**src/rtl/encoder83_scan.sv**
```systemverilog
//==============================================================================
// Module      : encoder83_scan
// Description : Sequential 8:3 encoder. Accepts a request vector over a
//               valid/ready handshake and emits the binary index of every set
//               bit, one beat per cycle, on a valid/ready output stream.
//               Optional macro ENCODER83_MSB_FIRST_EN selects highest-bit-first
//               scan order; when undefined the scan runs lowest bit first.
// Revision    : 1.0 - initial release
//==============================================================================
`default_nettype none

module encoder83_scan #(
    parameter int WIDTH  = 8,
    parameter int CODE_W = 3
) (
    input  logic              clk,
    input  logic              rst_n,
    input  logic              en,
    input  logic              in_valid,
    output logic              in_ready,
    input  logic [WIDTH-1:0]  in,
    output logic              out_valid,
    input  logic              out_ready,
    output logic [CODE_W-1:0] out,
    output logic              out_last,
    output logic [CODE_W:0]   remaining,
    output logic              zero_drop
);

    // Index width must exactly cover the vector width.
    generate
        if ((2 ** CODE_W) != WIDTH) begin : g_bad_params
            $error("encoder83_scan: 2**CODE_W must equal WIDTH");
        end
    endgenerate

    typedef enum logic [0:0] {
        S_IDLE = 1'b0,
        S_EMIT = 1'b1
    } state_t;

    state_t             state_q, state_d;
    logic [WIDTH-1:0]   pend_q, pend_d;
    logic               zero_drop_q, zero_drop_d;

    logic [CODE_W-1:0]  sel_idx;
    logic [WIDTH-1:0]   sel_mask;
    logic [CODE_W:0]    pop_cnt;
    logic               accept;
    logic               beat;

    // Pick the next index to emit from the pending bits; last match wins.
    always_comb begin
        sel_idx = '0;
`ifdef ENCODER83_MSB_FIRST_EN
        for (int i = 0; i < WIDTH; i++) begin
            if (pend_q[i]) sel_idx = CODE_W'(i);
        end
`else
        for (int i = WIDTH - 1; i >= 0; i--) begin
            if (pend_q[i]) sel_idx = CODE_W'(i);
        end
`endif
        sel_mask = {{(WIDTH-1){1'b0}}, 1'b1} << sel_idx;
    end

    // Number of pending bits, which is also the beats still to be emitted.
    always_comb begin
        pop_cnt = '0;
        for (int i = 0; i < WIDTH; i++) begin
            pop_cnt = pop_cnt + (CODE_W+1)'(pend_q[i]);
        end
    end

    // Outputs come only from registered state, en and the reset level.
    always_comb begin
        in_ready  = rst_n & en & (state_q == S_IDLE);
        out_valid = rst_n & en & (state_q == S_EMIT);
        out       = out_valid ? sel_idx : '0;
        out_last  = out_valid & (pop_cnt == (CODE_W+1)'(1));
        remaining = (rst_n && (state_q == S_EMIT)) ? pop_cnt : '0;
        zero_drop = zero_drop_q;
        accept    = in_valid & in_ready;
        beat      = out_valid & out_ready;
    end

    // Next-state: load a vector in IDLE, retire one bit per beat in EMIT.
    always_comb begin
        state_d     = state_q;
        pend_d      = pend_q;
        zero_drop_d = 1'b0;
        case (state_q)
            S_IDLE: begin
                if (accept) begin
                    if (in != '0) begin
                        pend_d  = in;
                        state_d = S_EMIT;
                    end else begin
                        zero_drop_d = 1'b1;
                    end
                end
            end
            S_EMIT: begin
                if (beat) begin
                    pend_d = pend_q & ~sel_mask;
                    if (out_last) state_d = S_IDLE;
                end
            end
            default: begin
                state_d = S_IDLE;
                pend_d  = '0;
            end
        endcase
    end

    // State registers; reset discards any pending bits.
    always_ff @(posedge clk or negedge rst_n) begin
        if (!rst_n) begin
            state_q     <= S_IDLE;
            pend_q      <= '0;
            zero_drop_q <= 1'b0;
        end else begin
            state_q     <= state_d;
            pend_q      <= pend_d;
            zero_drop_q <= zero_drop_d;
        end
    end

endmodule

`default_nettype wire
```
**config.mk**
```make
export PLATFORM = sky130hd
export DESIGN_NAME = encoder83_scan
export DESIGN_NICKNAME = d
export VERILOG_FILES = /design/src/rtl/encoder83_scan.sv
export SDC_FILE = /design/constraint.sdc
export NUM_CORES = 1
export LEC_CHECK = 0
export ABC_AREA = 1
export BUFFER_PORTS_ARGS = -buffer_cell sky130_fd_sc_hd__buf_2
export CAP_MARGIN = 15
export CORE_MARGIN = 8
export CORE_UTILIZATION = 55
export DETAILED_ROUTE_END_ITERATION = 7
export PLACE_DENSITY_LB_ADDON = 0.2
export SYNTH_ARGS = -nofsm -noshare
export SYNTH_HDL_FRONTEND = slang
export SYNTH_SLANG_ARGS = --single-unit
```
**constraint.sdc**
```tcl
create_clock -name clk -period 8.4 [get_ports clk]
set_input_delay 0.42 -clock clk [delete_from_list [all_inputs] [get_ports clk]]
set_output_delay 0.42 -clock clk [all_outputs]
set_load 0.03 [all_outputs]
```
# --- Yosys cells after proc, flatten, opt, wreduce, memory -nomap -nowiden ---
# Index checks and enable logic that the tools add are counted.
word_totals:
  in_bits: 13
  elab_cells: 49
  out_inout_bits: 11
  register_bits: 10
classes:
  n_eq_ne: 4
  n_reduce_logical: 3
  bitwise_logic: 9
  shift: 1
  mux: 22
  n_addsub: 7
op_table:
  columns: ["cell", "count"]
  rows:
  - ["3-bit 2-to-1 mux", 9]
  - ["8-bit 2-to-1 mux", 3]
  - ["4-bit by 1-bit adder with 4-bit output", 4]
  - ["8-bit case mux with 2 select lines", 1]
  - ["8-bit bitwise AND", 1]
  - ["8-bit inverter", 1]
  - ["8-bit nonzero test", 1]
  - ["1-bit by 3-bit << shifter with 8-bit output, first input constant", 1]
  - ["1-bit 2-to-1 mux", 7]
  - ["1-bit bitwise AND", 6]
  - ["3-bit by 1-bit adder with 4-bit output", 1]
  - ["4-bit by 1-bit equality test with 1-bit output, second input constant", 1]
  - ["4-bit 2-to-1 mux", 1]
  - ["2-bit by 1-bit inequality test with 1-bit output, second input constant", 2]
  - ["2-bit by 1-bit adder with 3-bit output", 1]
  - ["3-bit AND reduction", 1]
  - ["1-bit by 1-bit adder with 2-bit output", 1]
  - ["2-bit inequality test, second input constant", 1]
  - ["1-bit case mux with 2 select lines", 1]
  - ["1-bit logical AND", 1]
  - ["1-bit inverter", 1]

# --- Logic depth before layout (Yosys ltp) ---
# Gate-level depths: netlist (run 1).
logic_depth:
  depth_word: 13
  depth_mapped: 13
  depth_no_buf: 13

# --- Worst setup path after synthesis (run 1) ---
# No wires, ideal clock.
synth_timing:
  path_kind: "reg-to-output"
  startpoint: "register pend_q[0]"
  endpoint: "output port out_last"
  n_path_buf: 0
  path_slack_ns: 4.926
  path_stages_with_launch: 13
  arrival_time_ns: 3.054
  required_time_ns: 7.980
  path_cell_list: "dfrtp_1 fa_1 inv_1 fa_1 fa_1 inv_1 ha_1 inv_1 fa_1 xor2_1 and3_1 nand3_1 inv_1"
synth_between:
  elab_chain_len: 9
synth_lines:
  columns: ["element", "line_no", "rtl"]
  rows:
  - ["start, declared", "43", "logic [WIDTH-1:0] pend_q, pend_d;"]
  - ["start signal, assigned", "124", "pend_q <= pend_d;"]
  - ["1-bit by 1-bit adder with 2-bit output", "71", "pop_cnt = pop_cnt + (CODE_W+1)'(pend_q[i]);"]
  - ["2-bit by 1-bit adder with 3-bit output", "71", null]
  - ["3-bit by 1-bit adder with 4-bit output", "71", null]
  - ["4-bit by 1-bit adder with 4-bit output (4 in series)", "71", null]
  - ["4-bit by 1-bit equality test with 1-bit output", "80", "out_last = out_valid & (pop_cnt == (CODE_W+1)'(1));"]
  - ["1-bit bitwise AND", "80", null]
  - ["end, declared", "25", "output logic out_last,"]
# Every way passes these cells.

# --- Final worst setup path (run 1) ---
# Same ends and word-level chain as after synthesis.

==> impl_metrics.prom, run 1 <==
# TYPE chip_impl_metric gauge
chip_impl_metric{name="post_layout_instance_area",unit="sq um"} 1070
chip_impl_metric{name="synthesis.area",unit="sq um"} 932
chip_impl_metric{name="setup_tns",unit="ns"} 0
chip_impl_info{name="endpoint_kind",value="output pin"} 1
chip_impl_metric{name="route.detailed.vias_per_inst",unit=""} 5.13
chip_impl_metric{name="grt_pass1_vias",unit=""} 919
chip_impl_info{name="synth-main-ff-cell",value="sky130_fd_sc_hd__dfrtp_1"} 1
chip_impl_metric{name="synth-adder-area-share",unit="%"} 12.6
chip_impl_info{name="worstHoldPathType",value="primary input to async pin"} 1
chip_impl_metric{name="route.detailed.wl_per_inst",unit="um"} 13.0
chip_impl_info{name="synthMostInstantiatedCell",value="sky130_fd_sc_hd__nand2_1"} 1
chip_impl_metric{name="global_route.usage.total",unit="%"} 13.7
chip_impl_metric{name="grt_remaining_overflow",unit=""} 0
chip_impl_metric{name="area_growth_syn_to_layout",unit="%"} 14.4
chip_impl_metric{name="async_flop_share",unit="%"} 100
chip_impl_metric{name="die_h",unit="um"} 57.2
chip_impl_metric{name="dpl_cell_area",unit="sq um"} 1030
chip_impl_metric{name="std_cell_rows",unit=""} 15
chip_impl_metric{name="synth_warnings",unit=""} 0
chip_impl_metric{name="power.ir.vdd_worst",unit="mV"} 0.257
chip_impl_metric{name="gp_routability_congestion",unit=""} 0.777
chip_impl_metric{name="postCtsResizedCells",unit=""} 0
chip_impl_metric{name="cts.reportedPaths.clkPinSlew",unit="ns"} 0.08
chip_impl_metric{name="grt_start_max_net_pins",unit=""} 17
chip_impl_metric{name="detail-route-antenna-nets",unit=""} 0
chip_impl_metric{name="synth.yosys.seq_area_share",unit="%"} 26.8
chip_impl_metric{name="setup_viol_count_final",unit=""} 0
chip_impl_metric{name="postSynthAreaPerCell",unit="sq um"} 7.40
chip_impl_metric{name="synth.top_cell.area_share",unit="%"} 26.8
chip_impl_metric{name="clkLatencyLatePin",unit="ns"} 0.27
chip_impl_info{name="synth_top_family_by_area",value="simple AND/OR/NAND/NOR gates"} 1
chip_impl_metric{name="power.static_leakage",unit="nW"} 0.597
chip_impl_metric{name="postSynthNetCount",unit=""} 146
chip_impl_metric{name="synthSimpleGateAreaFrac",unit="%"} 41.5
chip_impl_metric{name="powerDensity",unit="nW/um^2"} 467
chip_impl_metric{name="design.portCount",unit=""} 24
chip_impl_metric{name="synth_edf_count",unit=""} 0
chip_impl_metric{name="place_inst",unit=""} 163
chip_impl_metric{name="fin_worst_skew",unit="ns"} 0.0100
chip_impl_metric{name="grt_antenna_before_repair",unit=""} 0
chip_impl_metric{name="final-hold-violation-count",unit=""} 0
chip_impl_metric{name="finalCoreUtilization",unit="%"} 64.5
chip_impl_metric{name="detailedRoute.firstIterationViolations",unit=""} 14
chip_impl_metric{name="hpwl",unit="mm"} 1.83
chip_impl_metric{name="number_of_violations_of_the_max_capacitance_limit",unit=""} 0
chip_impl_metric{name="tritoncts.num_buffers",unit=""} 3
chip_impl_metric{name="drc",unit=""} 0
chip_impl_metric{name="port-buffer-count",unit=""} 23
chip_impl_metric{name="core_area",unit="sq um"} 1650
chip_impl_info{name="netlist_top_cells_count",value="38 x sky130_fd_sc_hd__nand2_1, 16 x sky130_fd_sc_hd__inv_1, 13 x sky130_fd_sc_hd__nor2_1"} 1
chip_impl_metric{name="synth-seq-cells",unit=""} 10
chip_impl_info{name="clockRootBuffer",value="sky130_fd_sc_hd__clkbuf_4"} 1
chip_impl_metric{name="die-width",unit="um"} 57.2
chip_impl_metric{name="post_cts_setup_buffer_count",unit=""} 0
chip_impl_metric{name="synth-xor-area-share",unit="%"} 0.940
chip_impl_metric{name="post_synth_mux_area_share",unit="%"} 0
chip_impl_metric{name="grt_pass1_wl",unit="mm"} 3.75
chip_impl_metric{name="drtPass1Iterations",unit=""} 4
chip_impl_metric{name="synthesis.instances",unit=""} 126
chip_impl_metric{name="min_period_over_period",unit="%"} 46.4
chip_impl_metric{name="htree_num_levels",unit=""} 1
chip_impl_metric{name="fmaxAchievable",unit="GHz"} 0.257
chip_impl_metric{name="num-nets-final",unit=""} 171
chip_impl_metric{name="cts_hold_buf",unit=""} 0
chip_impl_metric{name="maxSlewHeadroom",unit="%"} 74.9
chip_impl_info{name="synth.largest_area_cell",value="sky130_fd_sc_hd__dfrtp_1"} 1
chip_impl_metric{name="crit_arrival",unit="ns"} 3.48
chip_impl_metric{name="synth_compound_gate_area_share",unit="%"} 5.10
chip_impl_metric{name="synth.distinct_cells",unit=""} 23
chip_impl_metric{name="floorplan.initialDensity",unit="%"} 56.4
chip_impl_info{name="synthTopCellsByArea",value="sky130_fd_sc_hd__dfrtp_1 27%, sky130_fd_sc_hd__nand2_1 15%, sky130_fd_sc_hd__fa_1 8.6%, sky130_fd_sc_hd__nand3_2 7.5%, sky130_fd_sc_hd__inv_1 6.4%"} 1
chip_impl_metric{name="stdcell_count",unit=""} 167
chip_impl_metric{name="cts_num_sinks",unit=""} 10
chip_impl_metric{name="worst_slew_pin_slew",unit="ns"} 0.377
chip_impl_metric{name="path_max_fanout",unit=""} 3
chip_impl_info{name="worstSetupPathType",value="register to output pin"} 1
chip_impl_info{name="grt_setup_unrepaired",value="false"} 1
chip_impl_metric{name="finalCriticalPeriod",unit="ns"} 3.90
chip_impl_info{name="timing.critical_path.from_type",value="register"} 1
chip_impl_metric{name="cts-root-to-sink-buffers",unit=""} 2
chip_impl_metric{name="critPathRequiredTime",unit="ns"} 7.98
chip_impl_metric{name="drive_gt1_share",unit="%"} 33.3
chip_impl_metric{name="drv_slew",unit=""} 0
chip_impl_info{name="tritoncts_clock_tree",value="done"} 1
chip_impl_metric{name="num_antenna_cells",unit=""} 0
chip_impl_metric{name="design.die.area",unit="sq um"} 3270
chip_impl_info{name="run_status",value="completed"} 1
chip_impl_metric{name="routed_wl",unit="mm"} 2.18
chip_impl_metric{name="vias",unit=""} 857
## layout make-up
cell class                      count  area (sq um)
Fill cell                         159           586
Multi-Input combinational cell     91           561
Sequential cell                    10           250
Timing Repair Buffer               23           115
Inverter                           22          82.6
Clock buffer                        4          36.3
Tap cell                           17          21.3
## worst max-delay path, stage by stage (launching register included)
cell	delay (ns)
sky130_fd_sc_hd__dfrtp_1	0.41
sky130_fd_sc_hd__fa_1	0.53
sky130_fd_sc_hd__inv_1	0.05
sky130_fd_sc_hd__fa_1	0.49
sky130_fd_sc_hd__fa_1	0.40
sky130_fd_sc_hd__inv_1	0.07
sky130_fd_sc_hd__ha_1	0.15
sky130_fd_sc_hd__inv_1	0.06
sky130_fd_sc_hd__fa_1	0.37
sky130_fd_sc_hd__xor2_1	0.18
sky130_fd_sc_hd__and3_1	0.18
sky130_fd_sc_hd__nand3_1	0.08
sky130_fd_sc_hd__inv_1	0.06
sky130_fd_sc_hd__buf_2	0.18
## final timing paths
kind	slack (ns)	start	endpoint	cells past startpoint
setup reg to reg	5.13	pend_q[0]$_DFFE_PN0P_	state_q$_DFF_PN0_	13
min in group clk	0.40	in[2]	pend_q[2]$_DFFE_PN0P_	3
max in group asynchronous	8.13	rst_n	pend_q[1]$_DFFE_PN0P_	1
hold reg to reg	0.50	pend_q[6]$_DFFE_PN0P_	pend_q[6]$_DFFE_PN0P_	2
setup / recovery	4.50	pend_q[0]$_DFFE_PN0P_	out_last	13
hold / removal	0.03	rst_n	pend_q[4]$_DFFE_PN0P_	1
## layout by cell type (no fill, tap or decap)
cell type	n
sky130_fd_sc_hd__ha_1	3
sky130_fd_sc_hd__o21ai_0	3
sky130_fd_sc_hd__clkbuf_4	3
sky130_fd_sc_hd__o21ai_1	3
sky130_fd_sc_hd__nor3_1	1
sky130_fd_sc_hd__nand3_2	7
sky130_fd_sc_hd__nand2_4	3
sky130_fd_sc_hd__nor4_1	2
sky130_fd_sc_hd__fa_1	4
sky130_fd_sc_hd__buf_2	23
sky130_fd_sc_hd__dfrtp_1	10
sky130_fd_sc_hd__inv_2	6
sky130_fd_sc_hd__inv_1	16
sky130_fd_sc_hd__nor3b_2	1
sky130_fd_sc_hd__nand3_1	5
sky130_fd_sc_hd__o21ai_2	2
sky130_fd_sc_hd__nor2_4	1
sky130_fd_sc_hd__and3_1	1
sky130_fd_sc_hd__nor2_1	13
sky130_fd_sc_hd__nand2_1	38
sky130_fd_sc_hd__clkbuf_8	1
sky130_fd_sc_hd__xor2_1	1
sky130_fd_sc_hd__nand2_2	3
## power by group
| group | internal, mW | switching (mW) |
|---|---|---|
| sequential | 0.0659 | 0.0232 |
| combinational | 0.127 | 0.237 |
| clock | 0.0263 | 0.0178 |
| total | 0.220 | 0.278 |
## routing by layer
metal / global-route usage [%] / wire length [um] / vias up
li1: - / - / 435
met4: 6.71 / 26 / 0
met3: 1.77 / 56 / 4
met5: 0 / 0 / -
met2: 25.9 / 1190 / 20
met1: 14.3 / 903 / 398
## kinds of logic after synthesis
| family | after synthesis |
|---|---|
| AND/OR/NAND/NOR | 75 |
| flip-flops | 10 |
| adder cells (fa/ha/maj) | 7 |
| AO/OA/AOI/OAI | 8 |
| XOR/XNOR | 1 |
| buffers and inverters | 25 |
## per-stage QoR
step | setup slack (ns) | total power, mW | hold WS (ns)
after floorplan | 4.93 | 0.373 | 0.124
after global placement | 4.85 | 0.438 | 0.319
after detailed placement | 4.76 | 0.461 | 0.325
after CTS | 4.47 | 0.506 | 0.0302
after global routing | 4.29 | 0.560 | 0.0495
final | 4.50 | 0.498 | 0.0274
## state kept, by name, indices dropped and copies added, names as in the netlist
register / count
zero_drop: 1
pend_q: 8
state_q: 1
No activity file was read; power rests on OpenSTA's default activity.
==> run 2: changes to the inputs <==
--- a/config.mk
+++ b/config.mk
@@ -9,7 +9,7 @@
 export BUFFER_PORTS_ARGS = -buffer_cell sky130_fd_sc_hd__buf_2
 export CAP_MARGIN = 15
 export CORE_MARGIN = 8
-export CORE_UTILIZATION = 55
+export CORE_UTILIZATION = 47
 export DETAILED_ROUTE_END_ITERATION = 7
 export PLACE_DENSITY_LB_ADDON = 0.2
 export SYNTH_ARGS = -nofsm -noshare
==> constraint.sdc (replaced) <==
create_clock -name clk -period 3.3 [get_ports clk]
set_input_delay 0.165 -clock clk [delete_from_list [all_inputs] [get_ports clk]]
set_output_delay 0.165 -clock clk [all_outputs]
set_load 0.03 [all_outputs]
==> run 2 against run 1 <==
Net effect: the flow now finishes with violations (negative setup slack); die area grew 12%; combinational power grew to 3.2 times the previous value; cell count grew 12%; sequential cell count is the same; via count grew 4.1%.
==> impl_metrics.prom, run 2 (synthesis results as in run 1) <==
# TYPE chip_impl_metric gauge
chip_impl_metric{name="fin_worst_skew",unit="ns"} 0.00173
chip_impl_metric{name="hpwl",unit="mm"} 1.68
chip_impl_info{name="layout.cells.most_common",value="sky130_fd_sc_hd__nand2_1"} 1
chip_impl_info{name="run_status",value="finished, violations left"} 1
chip_impl_metric{name="global_route.usage.total",unit="%"} 12.5
chip_impl_info{name="cp_common_cell",value="sky130_fd_sc_hd__fa_1"} 1
chip_impl_metric{name="area_growth_syn_to_layout",unit="%"} 29.4
chip_impl_metric{name="core_area",unit="sq um"} 1920
chip_impl_metric{name="route.detailed.vias_per_inst",unit=""} 4.77
chip_impl_metric{name="crit_arrival",unit="ns"} 3.39
chip_impl_metric{name="critPathRequiredTime",unit="ns"} 3.13
chip_impl_metric{name="num-nets-final",unit=""} 181
chip_impl_metric{name="detailedRoute.firstIterationViolations",unit=""} 17
chip_impl_metric{name="num_antenna_cells",unit=""} 0
chip_impl_metric{name="grt_start_max_net_pins",unit=""} 17
chip_impl_metric{name="dpl_cell_area",unit="sq um"} 1060
chip_impl_metric{name="grt_remaining_overflow",unit=""} 0
chip_impl_metric{name="path_max_fanout",unit=""} 2
chip_impl_metric{name="port-buffer-count",unit=""} 23
chip_impl_metric{name="drive_gt1_share",unit="%"} 41.9
chip_impl_metric{name="tritoncts.num_buffers",unit=""} 3
chip_impl_metric{name="detail-route-antenna-nets",unit=""} 0
chip_impl_info{name="grt_setup_unrepaired",value="true"} 1
chip_impl_metric{name="routed_wl",unit="mm"} 2.15
chip_impl_metric{name="final-hold-violation-count",unit=""} 0
chip_impl_metric{name="worst_slew_pin_slew",unit="ns"} 0.398
chip_impl_metric{name="die_h",unit="um"} 60.5
chip_impl_metric{name="htree_num_levels",unit=""} 1
chip_impl_info{name="slowest_stage",value="sky130_fd_sc_hd__fa_1"} 1
chip_impl_info{name="failed_checks",value="negative setup slack"} 1
chip_impl_metric{name="power.ir.vdd_worst",unit="mV"} 0.703
chip_impl_metric{name="grt_antenna_before_repair",unit=""} 0
chip_impl_info{name="worstSetupPathType",value="register to output pin"} 1
chip_impl_metric{name="setup_tns",unit="ns"} -0.637
chip_impl_info{name="endpoint_kind",value="output pin"} 1
chip_impl_metric{name="fmaxAchievable",unit="GHz"} 0.281
chip_impl_metric{name="drv_slew",unit=""} 0
chip_impl_metric{name="design.die.area",unit="sq um"} 3660
chip_impl_metric{name="floorplan.initialDensity",unit="%"} 48.5
chip_impl_metric{name="clkLatencyLatePin",unit="ns"} 0.27
chip_impl_metric{name="design.portCount",unit=""} 24
chip_impl_metric{name="drtPass1Iterations",unit=""} 4
chip_impl_info{name="critical_path.cell_chain",value="fa_1, inv_1, fa_1, fa_1, inv_1, ha_2, inv_2, fa_2, xor2_2, and3_1, nand3_2, inv_2, buf_6"} 1
chip_impl_metric{name="number_of_violations_of_the_max_capacitance_limit",unit=""} 0
chip_impl_metric{name="grt_pass1_wl",unit="mm"} 3.56
chip_impl_info{name="clockRootBuffer",value="sky130_fd_sc_hd__clkbuf_4"} 1
chip_impl_metric{name="die-width",unit="um"} 60.5
chip_impl_metric{name="grt_pass1_vias",unit=""} 848
chip_impl_metric{name="drc",unit=""} 0
chip_impl_metric{name="powerDensity",unit="nW/um^2"} 1230
chip_impl_metric{name="cts.reportedPaths.clkPinSlew",unit="ns"} 0.07
chip_impl_metric{name="timing.final.ws_setup",unit="ns"} -0.259
chip_impl_info{name="worstHoldPathType",value="primary input to register"} 1
chip_impl_metric{name="power.static_leakage",unit="nW"} 0.648
chip_impl_metric{name="gp_routability_congestion",unit=""} 0.808
chip_impl_metric{name="cp_slowest_stage_delay",unit="ns"} 0.54
chip_impl_metric{name="cts-root-to-sink-buffers",unit=""} 2
chip_impl_metric{name="vias",unit=""} 892
chip_impl_info{name="timing.critical_path.from_type",value="register"} 1
chip_impl_info{name="mostFrequentLayoutCells",value="38 x sky130_fd_sc_hd__nand2_1, 19 x sky130_fd_sc_hd__buf_2, 14 x sky130_fd_sc_hd__inv_1, 12 x sky130_fd_sc_hd__nor2_1"} 1
chip_impl_info{name="cp_top_family",value="adder cells"} 1
chip_impl_metric{name="critical_path.n_buffers_inverters",unit=""} 5
chip_impl_info{name="tritoncts_clock_tree",value="done"} 1
chip_impl_info{name="largest_register",value="pend_q"} 1
chip_impl_metric{name="post_layout_instance_area",unit="sq um"} 1210
chip_impl_metric{name="setup_viol_count_final",unit=""} 4
chip_impl_metric{name="cts_num_sinks",unit=""} 10
chip_impl_metric{name="route.detailed.wl_per_inst",unit="um"} 11.5
chip_impl_metric{name="maxSlewHeadroom",unit="%"} 73.5
chip_impl_metric{name="min_period_over_period",unit="%"} 108
chip_impl_metric{name="finalCriticalPeriod",unit="ns"} 3.56
chip_impl_metric{name="number_of_flip_flops_in_the_largest_register",unit=""} 8
chip_impl_metric{name="finalHoldWorstSlack",unit="ns"} 0.144
chip_impl_metric{name="std_cell_rows",unit=""} 16
[run 2: cell count changes in the layout (fill, tap and decap cells not counted), moves of 2 or more]
cell,change
sky130_fd_sc_hd__buf_4,+10
sky130_fd_sc_hd__buf_2,-4
sky130_fd_sc_hd__buf_6,+3
sky130_fd_sc_hd__inv_1,-2
sky130_fd_sc_hd__inv_2,+2
[run 2: where the power goes]
group          switching, mW  internal [mW]
clock                 0.0478         0.0671
sequential            0.0571          0.168
combinational          0.663          0.484
[run 2: per-layer routing]
| layer | track usage (%) | vias to the layer above | part of all wire, % |
|---|---|---|---|
| li1 | - | 455 | - |
| met1 | 15.0 | 407 | 44 |
| met2 | 21.6 | 25 | 51 |
| met3 | 1.48 | 5 | 3.2 |
| met4 | 5.98 | 0 | 1.7 |
| met5 | 0 | - | 0 |
[run 2: layout make-up]
type / instances / area (sq um)
Clock buffer: 4 / 36.3
Inverter: 22 / 82.6
Timing Repair Buffer: 33 / 214
Sequential cell: 10 / 250
Fill cell: 185 / 716
Multi-Input combinational cell: 91 / 589
Tap cell: 27 / 33.8
[run 2: worst paths after layout]
kind,slack (ns),cells after the start,to,startpoint
hold reg to reg,0.52,2,pend_q[4]$_DFFE_PN0P_,pend_q[4]$_DFFE_PN0P_
hold / removal,0.14,3,pend_q[0]$_DFFE_PN0P_,in[0]
max in group asynchronous,2.76,2,pend_q[7]$_DFFE_PN0P_,rst_n
setup reg to reg,-0.12,15,state_q$_DFF_PN0_,pend_q[0]$_DFFE_PN0P_
min in group asynchronous,0.31,2,zero_drop$_DFF_PN0_,rst_n
setup / recovery,-0.26,13,out_last,pend_q[0]$_DFFE_PN0P_
[run 2: what timing repair did]
item | CTS | global route
endpoints found under the hold margin | 10 | 0
pin swaps | 3 | 4
hold buffers | 1 | 0
endpoints found under the setup margin | 3 | 5
gates resized for setup | 13 | 4
buffers inserted | 3 | 3
[run 2: through the flow]
stage | instances | setup slack [ns] | power, mW | util, %
floorplan | 126 | 0.0811 | 0.950 | -
global placement | 176 | 0.00979 | 1.14 | 55.4
detailed placement | 176 | -0.0783 | 1.16 | 55.4
CTS | 184 | -0.258 | 1.42 | 60.9
global route | 187 | -0.450 | 1.66 | 62.8
finish | 187 | -0.259 | 1.49 | 62.8
[run 2: worst register-to-register path, stage by stage (launching register included)]
cell	delay, ns
sky130_fd_sc_hd__dfrtp_1	0.41
sky130_fd_sc_hd__fa_1	0.54
sky130_fd_sc_hd__inv_1	0.05
sky130_fd_sc_hd__fa_1	0.49
sky130_fd_sc_hd__fa_1	0.41
sky130_fd_sc_hd__inv_1	0.07
sky130_fd_sc_hd__ha_2	0.18
sky130_fd_sc_hd__inv_2	0.04
sky130_fd_sc_hd__fa_2	0.34
sky130_fd_sc_hd__xor2_2	0.15
sky130_fd_sc_hd__and3_1	0.18
sky130_fd_sc_hd__nand3_2	0.08
sky130_fd_sc_hd__buf_4	0.14
sky130_fd_sc_hd__buf_6	0.10
sky130_fd_sc_hd__o21ai_2	0.09
sky130_fd_sc_hd__nand2_1	0.05
==> run 3: changes to the inputs <==
--- a/config.mk
+++ b/config.mk
@@ -8,8 +8,7 @@
 export ABC_AREA = 1
 export BUFFER_PORTS_ARGS = -buffer_cell sky130_fd_sc_hd__buf_2
 export CAP_MARGIN = 15
-export CORE_MARGIN = 8
-export CORE_UTILIZATION = 47
+export CORE_UTILIZATION = 45
 export DETAILED_ROUTE_END_ITERATION = 7
 export PLACE_DENSITY_LB_ADDON = 0.2
 export SYNTH_ARGS = -nofsm -noshare
==> constraint.sdc (replaced) <==
create_clock -name clk -period 3.41 [get_ports clk]
set_input_delay 0.1705 -clock clk [delete_from_list [all_inputs] [get_ports clk]]
set_output_delay 0.1705 -clock clk [all_outputs]
set_load 0.03 [all_outputs]
==> run 3 against run 2 <==
Net effect: the flow still finishes with violations (negative setup slack); sequential share of layout area is 0.28 points higher; cell count is 1.6% lower; die area is 38% lower; first-iteration DRC count is 24% higher.
==> impl_metrics.prom, run 3 (synthesis results as in run 1) <==
# TYPE chip_impl_metric gauge
chip_impl_metric{name="num_antenna_cells",unit=""} 0
chip_impl_metric{name="drc",unit=""} 0
chip_impl_info{name="cp_common_cell",value="sky130_fd_sc_hd__fa_1"} 1
chip_impl_metric{name="wl_met3",unit="um"} 61
chip_impl_metric{name="fillers",unit=""} 194
chip_impl_metric{name="core_area",unit="sq um"} 1960
chip_impl_metric{name="drv_slew",unit=""} 0
chip_impl_metric{name="cts.reportedPaths.clkPinSlew",unit="ns"} 0.07
chip_impl_metric{name="final-hold-violation-count",unit=""} 0
chip_impl_metric{name="finalCriticalPeriod",unit="ns"} 3.58
chip_impl_metric{name="pre_cts_slack",unit="ns"} 0.0296
chip_impl_metric{name="crit_arrival",unit="ns"} 3.41
chip_impl_metric{name="detailedRoute.firstIterationViolations",unit=""} 21
chip_impl_metric{name="grt_start_max_net_pins",unit=""} 17
chip_impl_metric{name="critical_path.n_buffers_inverters",unit=""} 5
chip_impl_metric{name="design.die.area",unit="sq um"} 2260
chip_impl_metric{name="timing.final.ws_setup",unit="ns"} -0.168
chip_impl_metric{name="number_of_violations_of_the_max_capacitance_limit",unit=""} 0
chip_impl_info{name="endpoint_kind",value="output pin"} 1
chip_impl_metric{name="cts_num_sinks",unit=""} 10
chip_impl_info{name="holdPathEnd",value="pend_q[6]$_DFFE_PN0P_"} 1
chip_impl_metric{name="die_h",unit="um"} 47.5
chip_impl_metric{name="worst_slew_pin_slew",unit="ns"} 0.405
chip_impl_metric{name="setup_tns",unit="ns"} -0.253
chip_impl_info{name="largest_register",value="pend_q"} 1
chip_impl_metric{name="place_inst",unit=""} 173
chip_impl_info{name="tritoncts_clock_tree",value="done"} 1
chip_impl_metric{name="grt_pass1_wl",unit="mm"} 3.38
chip_impl_metric{name="cp_slowest_stage_delay",unit="ns"} 0.54
chip_impl_metric{name="number_of_flip_flops_in_the_largest_register",unit=""} 8
chip_impl_metric{name="global_route.usage.total",unit="%"} 21.5
chip_impl_metric{name="reg2reg_setup_slack",unit="ns"} 0.06
chip_impl_metric{name="fin_worst_skew",unit="ns"} 0.00292
chip_impl_metric{name="setup_viol_count_final",unit=""} 3
chip_impl_metric{name="hold_path_depth",unit=""} 3
chip_impl_info{name="grt_setup_unrepaired",value="true"} 1
chip_impl_metric{name="vias",unit=""} 870
chip_impl_metric{name="critPathRequiredTime",unit="ns"} 3.24
chip_impl_metric{name="cts-root-to-sink-buffers",unit=""} 2
chip_impl_metric{name="design.portCount",unit=""} 24
chip_impl_metric{name="port-buffer-count",unit=""} 23
chip_impl_metric{name="grt_antenna_before_repair",unit=""} 0
chip_impl_metric{name="maxSlewHeadroom",unit="%"} 73.0
chip_impl_info{name="slowest_stage",value="sky130_fd_sc_hd__fa_1"} 1
chip_impl_metric{name="routed_wl",unit="mm"} 2.14
chip_impl_metric{name="route.detailed.wl_per_inst",unit="um"} 11.6
chip_impl_metric{name="reg2regPathDepth",unit=""} 14
chip_impl_info{name="critical_path.cell_chain",value="fa_1, inv_1, fa_1, fa_1, inv_1, ha_2, inv_2, fa_2, xor2_2, and3_4, nand3_4, inv_2, buf_6"} 1
chip_impl_metric{name="floorplan.initialDensity",unit="%"} 47.5
chip_impl_metric{name="htree_num_levels",unit=""} 1
chip_impl_metric{name="fmaxAchievable",unit="GHz"} 0.279
chip_impl_metric{name="drive_gt1_share",unit="%"} 41.4
chip_impl_info{name="r2r_end",value="state_q$_DFF_PN0_"} 1
chip_impl_info{name="worstSetupPathType",value="register to output pin"} 1
chip_impl_info{name="failed_checks",value="negative setup slack"} 1
chip_impl_metric{name="detail-route-antenna-nets",unit=""} 0
chip_impl_info{name="worstHoldPathType",value="primary input to register"} 1
chip_impl_info{name="mostFrequentLayoutCells",value="38 x sky130_fd_sc_hd__nand2_1, 20 x sky130_fd_sc_hd__buf_2, 14 x sky130_fd_sc_hd__inv_1, 12 x sky130_fd_sc_hd__nor2_1, 10 x sky130_fd_sc_hd__dfrtp_1"} 1
chip_impl_info{name="critical_path.reg2reg.startpoint",value="pend_q[3]$_DFFE_PN0P_"} 1
chip_impl_metric{name="tritoncts.num_buffers",unit=""} 3
chip_impl_info{name="top_layer",value="met4"} 1
chip_impl_metric{name="gp_routability_congestion",unit=""} 0.803
chip_impl_metric{name="stdcell_count",unit=""} 184
chip_impl_metric{name="hpwl",unit="mm"} 1.53
chip_impl_metric{name="drtPass1Iterations",unit=""} 4
chip_impl_info{name="timing.critical_path.from_type",value="register"} 1
chip_impl_metric{name="wl_met2",unit="mm"} 1.11
chip_impl_metric{name="die-width",unit="um"} 47.5
chip_impl_metric{name="num-nets-final",unit=""} 178
chip_impl_metric{name="std_cell_rows",unit=""} 16
chip_impl_metric{name="area_growth_syn_to_layout",unit="%"} 27.7
chip_impl_metric{name="clkLatencyLatePin",unit="ns"} 0.27
chip_impl_info{name="clockRootBuffer",value="sky130_fd_sc_hd__clkbuf_4"} 1
chip_impl_info{name="min-delay-start",value="in[6]"} 1
chip_impl_metric{name="grt_pass1_vias",unit=""} 799
chip_impl_metric{name="grt_remaining_overflow",unit=""} 0
chip_impl_metric{name="routedLengthMet1",unit="um"} 946
chip_impl_metric{name="min_period_over_period",unit="%"} 105
chip_impl_info{name="cp_top_family",value="adder cells"} 1
chip_impl_metric{name="path_max_fanout",unit=""} 2
chip_impl_metric{name="route.detailed.vias_per_inst",unit=""} 4.73
chip_impl_info{name="layout.cells.most_common",value="sky130_fd_sc_hd__nand2_1"} 1
chip_impl_info{name="run_status",value="finished, violations left"} 1
[run 3: cell types whose count changed in the layout (fill, tap and decap cells not counted), sizes merged]
cell / before / now
buf: 32 / 29
[run 3: layout make-up]
cell class,instances,area (sq um),area share (%)
Multi-Input combinational cell,91,602,50.6
Sequential cell,10,250,21.0
Timing Repair Buffer,30,185,15.6
Inverter,22,82.6,6.94
Clock buffer,4,36.3,3.05
Tap cell,27,33.8,2.84
[run 3: timing repair]
item                                    4_1_cts  5_1_grt
resized for setup                            11        6
pin swaps                                     3        1
endpoints found under the setup margin        3        4
hold buffers                                  1        0
endpoints found under the hold margin        10        0
buffers inserted                              4        2
cloned                                        0        0
[run 3: layer usage]
layer / track usage [%] / vias up
met5: 0 / -
met4: 6.86 / 0
met3: 3.40 / 4
met2: 35.6 / 16
met1: 28.7 / 406
li1: - / 444
[run 3: worst register-to-register path: stages (launching register included)]
cell and delay, ns:
sky130_fd_sc_hd__dfrtp_1 0.41, sky130_fd_sc_hd__fa_1 0.54, sky130_fd_sc_hd__inv_1 0.05, sky130_fd_sc_hd__fa_1 0.49
sky130_fd_sc_hd__fa_1 0.41, sky130_fd_sc_hd__inv_1 0.08, sky130_fd_sc_hd__ha_2 0.19, sky130_fd_sc_hd__inv_2 0.04
sky130_fd_sc_hd__fa_2 0.34, sky130_fd_sc_hd__xor2_2 0.15, sky130_fd_sc_hd__and3_4 0.21, sky130_fd_sc_hd__nand3_4 0.06
sky130_fd_sc_hd__buf_4 0.14, sky130_fd_sc_hd__o21ai_2 0.09, sky130_fd_sc_hd__nand2_1 0.05
[run 3: worst max-delay path by stage]
stage / from / end / slack, ns / cells after the start
6_report: pend_q[3]$_DFFE_PN0P_ / out_last / -0.17 / 13
5_1_grt: pend_q[3]$_DFFE_PN0P_ / out_last / -0.28 / 13
4_1_cts: pend_q[3]$_DFFE_PN0P_ / out_last / -0.14 / 13
3_5_place_dp: pend_q[0]$_DFFE_PN0P_ / out_last / 0.03 / 13
3_3_place_gp: pend_q[0]$_DFFE_PN0P_ / out_last / 0.11 / 13
2_1_floorplan: pend_q[0]$_DFFE_PN0P_ / out_last / 0.19 / 12
[run 3: metrics by stage]
stage                     hold slack [ns]  utilization (%)  area, sq um
after floorplan                    -0.125                -          932
after global placement             0.0741             53.1         1040
after detailed placement           0.0778             53.1         1040
after CTS                           0.149             58.5         1150
after global routing                0.156             60.7         1190
final                               0.146             60.7         1190
Power of run 3 is not shown: default switching activity piles up to over one toggle a cycle in this logic, so the estimate is an artifact.
